$ cat src/rtl/sdram_pattern_tester.sv
// sdram_pattern_tester
// Writes an LFSR pattern to words 0..num_words-1 of an SDRAM through an
// Avalon-MM master, reads the words back with up to MAX_PEND pipelined reads
// in flight, and counts mismatching words.
//
// Handshake: a command (avm_write or avm_read) is a valid; avm_waitrequest
// low is the ready. A command transfers on a cycle where its strobe is high
// and avm_waitrequest is low. While a strobe is high and waitrequest is high,
// the strobe, address and write data stay unchanged. avm_readdatavalid has no
// back-pressure: every pulse delivers one read word, in issue order.
module sdram_pattern_tester #(
  parameter int ADDR_W   = 24,
  parameter int MAX_PEND = 4
) (
  input  logic              clk_clk,
  input  logic              reset_reset_n,
  input  logic              start,
  input  logic [ADDR_W-1:0] num_words,
  input  logic [15:0]       seed,
  output logic              busy,
  output logic              done,
  output logic              pass,
  output logic [15:0]       err_count,
  output logic [ADDR_W-1:0] first_err_addr,
  output logic [ADDR_W-1:0] avm_address,
  output logic              avm_write,
  output logic              avm_read,
  output logic [15:0]       avm_writedata,
  output logic [1:0]        avm_byteenable,
  input  logic [15:0]       avm_readdata,
  input  logic              avm_readdatavalid,
  input  logic              avm_waitrequest,
  output logic [2:0]        state_dbg
);

  localparam int PEND_W = $clog2(MAX_PEND + 1);
  localparam logic [PEND_W-1:0] MAX_PEND_C = PEND_W'(MAX_PEND);
  localparam logic [15:0] ZERO_SEED_SUB = 16'hACE1;

  typedef enum logic [2:0] {
    S_IDLE   = 3'd0,
    S_WRITE  = 3'd1,
    S_READ   = 3'd2,
    S_DRAIN  = 3'd3,
    S_FINISH = 3'd4
  } state_t;

  state_t              state;
  logic [ADDR_W-1:0]   words_q;
  logic [15:0]         seed_q;
  logic [15:0]         chk_lfsr;
  logic [ADDR_W-1:0]   rd_idx;
  logic [PEND_W-1:0]   pend;

  logic [ADDR_W-1:0]   last_addr;
  logic [15:0]         seed_eff;
  logic                wr_acc;
  logic                rd_acc;
  logic                rv_take;
  logic                mismatch;
  logic [PEND_W-1:0]   pend_next;

  // One Galois step, taps x^16+x^14+x^13+x^11+1 (right-shifting form).
  function automatic logic [15:0] lfsr_step(input logic [15:0] s);
    logic [15:0] sh;
    sh = {1'b0, s[15:1]};
    lfsr_step = s[0] ? (sh ^ 16'hB400) : sh;
  endfunction

  assign avm_byteenable = 2'b11;
  assign state_dbg      = state;
  assign last_addr      = words_q - 1'b1;
  assign seed_eff       = (seed == 16'h0000) ? ZERO_SEED_SUB : seed;

  // Transfer qualifiers and next outstanding-read count.
  always_comb begin
    wr_acc    = avm_write & ~avm_waitrequest;
    rd_acc    = avm_read & ~avm_waitrequest;
    // Returned words only count while reading and only against a real
    // outstanding read; anything else is a stray from before a reset.
    rv_take   = avm_readdatavalid &&
                ((state == S_READ) || (state == S_DRAIN)) &&
                (pend != '0);
    mismatch  = rv_take && (avm_readdata != chk_lfsr);
    pend_next = pend;
    if (rd_acc) begin
      pend_next = pend_next + PEND_W'(1);
    end
    if (rv_take) begin
      pend_next = pend_next - PEND_W'(1);
    end
  end

  // Control FSM, command generation, and read-back checker.
  always_ff @(posedge clk_clk) begin
    if (!reset_reset_n) begin
      state          <= S_IDLE;
      busy           <= 1'b0;
      done           <= 1'b0;
      pass           <= 1'b0;
      err_count      <= 16'h0000;
      first_err_addr <= '0;
      avm_address    <= '0;
      avm_write      <= 1'b0;
      avm_read       <= 1'b0;
      avm_writedata  <= 16'h0000;
      words_q        <= '0;
      seed_q         <= 16'h0000;
      chk_lfsr       <= 16'h0000;
      rd_idx         <= '0;
      pend           <= '0;
    end else begin
      done <= 1'b0;
      pend <= pend_next;

      // Checker: one LFSR step and one index step per returned word.
      if (rv_take) begin
        chk_lfsr <= lfsr_step(chk_lfsr);
        rd_idx   <= rd_idx + 1'b1;
        if (mismatch) begin
          if (err_count != 16'hFFFF) begin
            err_count <= err_count + 16'h0001;
          end
          if (err_count == 16'h0000) begin
            first_err_addr <= rd_idx;
          end
        end
      end

      case (state)
        S_IDLE: begin
          if (start) begin
            words_q        <= num_words;
            seed_q         <= seed_eff;
            err_count      <= 16'h0000;
            first_err_addr <= '0;
            pass           <= 1'b0;
            busy           <= 1'b1;
            if (num_words == '0) begin
              state <= S_FINISH;
            end else begin
              state         <= S_WRITE;
              avm_write     <= 1'b1;
              avm_address   <= '0;
              avm_writedata <= seed_eff;
            end
          end
        end

        S_WRITE: begin
          if (wr_acc) begin
            if (avm_address == last_addr) begin
              // Last write taken: the first read goes out on the next cycle.
              state       <= S_READ;
              avm_write   <= 1'b0;
              avm_address <= '0;
              avm_read    <= 1'b1;
              chk_lfsr    <= seed_q;
              rd_idx      <= '0;
            end else begin
              avm_address   <= avm_address + 1'b1;
              avm_writedata <= lfsr_step(avm_writedata);
            end
          end
        end

        S_READ: begin
          // A stalled read holds everything; otherwise decide the next cycle.
          if (!(avm_read && avm_waitrequest)) begin
            if (rd_acc && (avm_address == last_addr)) begin
              avm_read <= 1'b0;
              state    <= S_DRAIN;
            end else begin
              if (rd_acc) begin
                avm_address <= avm_address + 1'b1;
              end
              // Issue only if the read would not exceed the in-flight limit.
              avm_read <= (pend_next < MAX_PEND_C);
            end
          end
        end

        S_DRAIN: begin
          if (pend == '0) begin
            state <= S_FINISH;
          end
        end

        S_FINISH: begin
          done  <= 1'b1;
          busy  <= 1'b0;
          pass  <= (err_count == 16'h0000);
          state <= S_IDLE;
        end

        default: begin
          state <= S_IDLE;
        end
      endcase
    end
  end

endmodule
$ cat config.mk
export PLATFORM = sky130hd
export DESIGN_NAME = sdram_pattern_tester
export DESIGN_NICKNAME = d
export VERILOG_FILES = /design/src/rtl/sdram_pattern_tester.sv
export SDC_FILE = /design/constraint.sdc
export NUM_CORES = 1
export LEC_CHECK = 0
export BUFFER_PORTS_ARGS = -buffer_cell sky130_fd_sc_hd__buf_4
export CAP_MARGIN = 20
export CORE_MARGIN = 4
export CORE_UTILIZATION = 40
export DETAILED_ROUTE_END_ITERATION = 8
export PLACE_DENSITY_LB_ADDON = 0.08
export SYNTH_ARGS = -nofsm -noshare
export SYNTH_HDL_FRONTEND = slang
export SYNTH_SLANG_ARGS = --single-unit
$ cat constraint.sdc
create_clock -name clk_clk -period 4.55 [get_ports clk_clk]
set_input_delay 0 -clock clk_clk [delete_from_list [all_inputs] [get_ports clk_clk]]
set_output_delay 0 -clock clk_clk [all_outputs]
set_load 0.02 [all_outputs]
==> results.txt <==
Outcome - finished clean
Top-count cell post-synth - dfxtp_1
Final WS setup - 0.610 ns
Pin count of the biggest net entering global routing - 59
Initial Util - 0.406
Vias in the first global route - 7266
GRT overflow - 0
Via count - 7806
H-tree depth - 4
CP Launch Point - words_q[0]$_SDFFE_PN0P_
Max-cap violations - 0
Placed cell areas - 9810 um2
Die X - 154 um
Worst vdd ir - 247 uV
PortBufs - 148
Hold_sp - avm_waitrequest
# setup viols final - 0
Hold slack - 0.0211 ns
Crit path time final - 3.94 ns
Total core area - 21000 um2
Final Instance Area - 10900 um2
CTS resizes - 0
CTS max path bufs - 2
P&R area growth vs syn - 27.4%
Leakage power - 4.17 nW
RR Startpoint - words_q[0]$_SDFFE_PN0P_
Setup TNS - 0 ns
Syn Area/Cell - 8.29 um2
DRC errors left - 0
DP HPWL - 17000 um
EDFF count, synth - 0
Final Hold Viols - 0
Final nets - 1252
Skew-Pair Late Insertion Delay - 0.44 ns
Router iterations before antenna repair - 5
#FFs+latches synth - 171
Worst Max-Slew Pin Slew - 1.03 ns
Worst path max stage delay - 0.60 ns
Violation count after the first detailed-routing iteration - 591
Slowest-stage cell, CP - or4b_1
Setup crit end kind - register
Critical path type - register to register
Dpl ws - 0.643 ns
Synth async-reset ratio - 0
Non-filler cells in the finished layout - 1472
Cell mode on critical path - or4_4
Final Skew - 0.0149 ns
Period utilization - 0.866
Critical-path cell list - inv_1, ha_1, or4b_1, or4_4, o22a_1, or2_1, or4_4, nor3_4, o31ai_1, buf_4, nand2_2, mux2i_1
Sinks on Clock Net - 171
Initial antenna violation count - 1
Routability Congestion - 0.833
Rows - 53
Yosys warns - 0
WP buf/inv - 2
Top cell family by delay on the critical path - simple AND/OR/NAND/NOR gates
Io pins - 151
CP required - 4.91 ns
Synth cell types - 64
Class of the worst hold path - input pin to register
GRT Util Overall - 0.194
Top cells by count, synth - 171 x dfxtp_1, 149 x nor2_1, 121 x nand2_1, 66 x a21oi_1, 60 x mux2i_1
Post-synth top flop - dfxtp_1
Global-route wire length before repair - 38100 um
Ranking of synthesized cells by area - dfxtp_1 40%, mux2i_1 7.0%, nor2_1 6.6%
Dpl cells - 1396
CP startpoint kind - register
Via density - 5.30
Die area - 23700 um2
Layout cell share with drive strength beyond 1 - 0.174
Pwr Density - 394 nW/um2
Top-area cell type share of the netlist area - 0.401
Slew headroom - 0.310
Worst-path clk slew - 0.07 ns
Die height - 154 um
WP data arrival - 4.30 ns
Slew Limit Fails - 0
Register area share after synthesis - 0.401
Fillcell total - 2021
ANT nets after route - 0
RSZ-0062 raised after global routing - no
F_max - 0.254 GHz
CTS buffer count - 17
Wirelength per Cell - 15.9 um
Crit path max fanout - 15
Clock root buffer - clkbuf_16
Final WL - 23500 um
Mapped Area - 8530 um2
CTS tree - done
Post-synthesis instance total - 1029
Area leader, netlist - dfxtp_1
-- layer usage --
layer  part of all wire  wire length (um)  GRT usage
met5                  0                 0          0
met4              0.015               363     0.0488
met3              0.064              1510     0.0498
met2               0.42              9920      0.285
met1               0.50             11700      0.284
-- path summary, 6_finish.rpt --
check	cells after the start	slack [ns]	to
hold / removal	4	0.02	avm_read$_SDFFE_PN0P_
setup / recovery	12	0.61	avm_writedata[12]$_SDFFE_PN0P_
hold reg to reg	2	0.46	seed_q[2]$_SDFFE_PN0P_
setup reg to reg	12	0.61	avm_writedata[12]$_SDFFE_PN0P_
-- worst reg2reg max path: cells and delay by family (launching register included) --
family / cells / cell delay [ns]
compound gates: 2 / 0.32
fa+ha+maj: 1 / 0.29
flops: 1 / 0.37
mux: 1 / 0.23
buf+inv: 2 / 0.32
simple gates: 6 / 2.35
-- layout make-up --
type | instances | area [um2] | share of cell area
Timing Repair Buffer | 203 | 1630 | 0.150
Sequential cell | 171 | 3420 | 0.315
Clock inverter | 15 | 203 | 0.0186
Clock buffer | 17 | 425 | 0.0391
Tap cell | 275 | 344 | 0.0316
Inverter | 17 | 63.8 | 0.00587
Multi-Input combinational cell | 773 | 4780 | 0.440
Antenna cell | 1 | 2.50 | 0.000230
-- per-stage QoR --
step                      utilization  power (mW)
after global routing            0.517        4.51
after detailed placement        0.467        2.77
after global placement          0.467        2.77
final                           0.517        4.29
after CTS                       0.517        4.32
after floorplan                     -        2.45
-- power by group --
part | leakage, nW | internal (mW) | switching [mW]
registers | 1.39 | 1.60 | 0.139
clock network | 0.303 | 0.797 | 0.722
logic | 2.48 | 0.427 | 0.605
-- logic make-up after synthesis --
kind of cell               Yosys count  synth area share
and+or+nand+nor                    440             0.248
DFF                                171             0.401
AOI/OAI and AO/OA                  168             0.130
xor gates and xnor gates            95            0.0975
buffers and inverters               86            0.0409
muxes                               60            0.0704
adders and majority gates            8            0.0117
other                                1          0.000440
-- cells in the final DEF, fill, tap and decap left out, drive strengths merged, types with 6 or more instances in the layout --
master	Yosys	layout
a211oi	25	25
a21oi	66	66
a311oi	8	8
a31oi	6	6
and3	11	11
and4	8	8
buf	17	160
clkbuf	52	17
clkinv	0	9
dfxtp	171	171
dlygate4sd3	0	43
ha	8	8
inv	17	22
mux2i	60	60
nand2	122	122
nand2b	8	8
nand3	30	30
nand4	16	16
nor2	149	149
nor3	21	21
nor4	23	23
o211ai	11	11
o21ai	12	12
o31ai	14	14
or4	19	19
xnor2	59	59
xor2	36	36
-- registers in the layout, indices dropped and copies added, names as in the netlist --
signal	flops
rd_idx	24
avm_write	1
state_dbg	3
avm_writedata	16
busy	1
words_q	24
pass	1
pend	3
seed_q	16
first_err_addr	24
avm_read	1
done	1
err_count	16
chk_lfsr	16
avm_address	24
-- timing repair --
item / in CTS / in global routing
setup buffers: 0 / 0
hold buffers: 43 / 0
endpoints found under the hold margin: 57 / 0
endpoints found under the setup margin: 0 / 0
No activity file was read; power rests on OpenSTA's default activity.
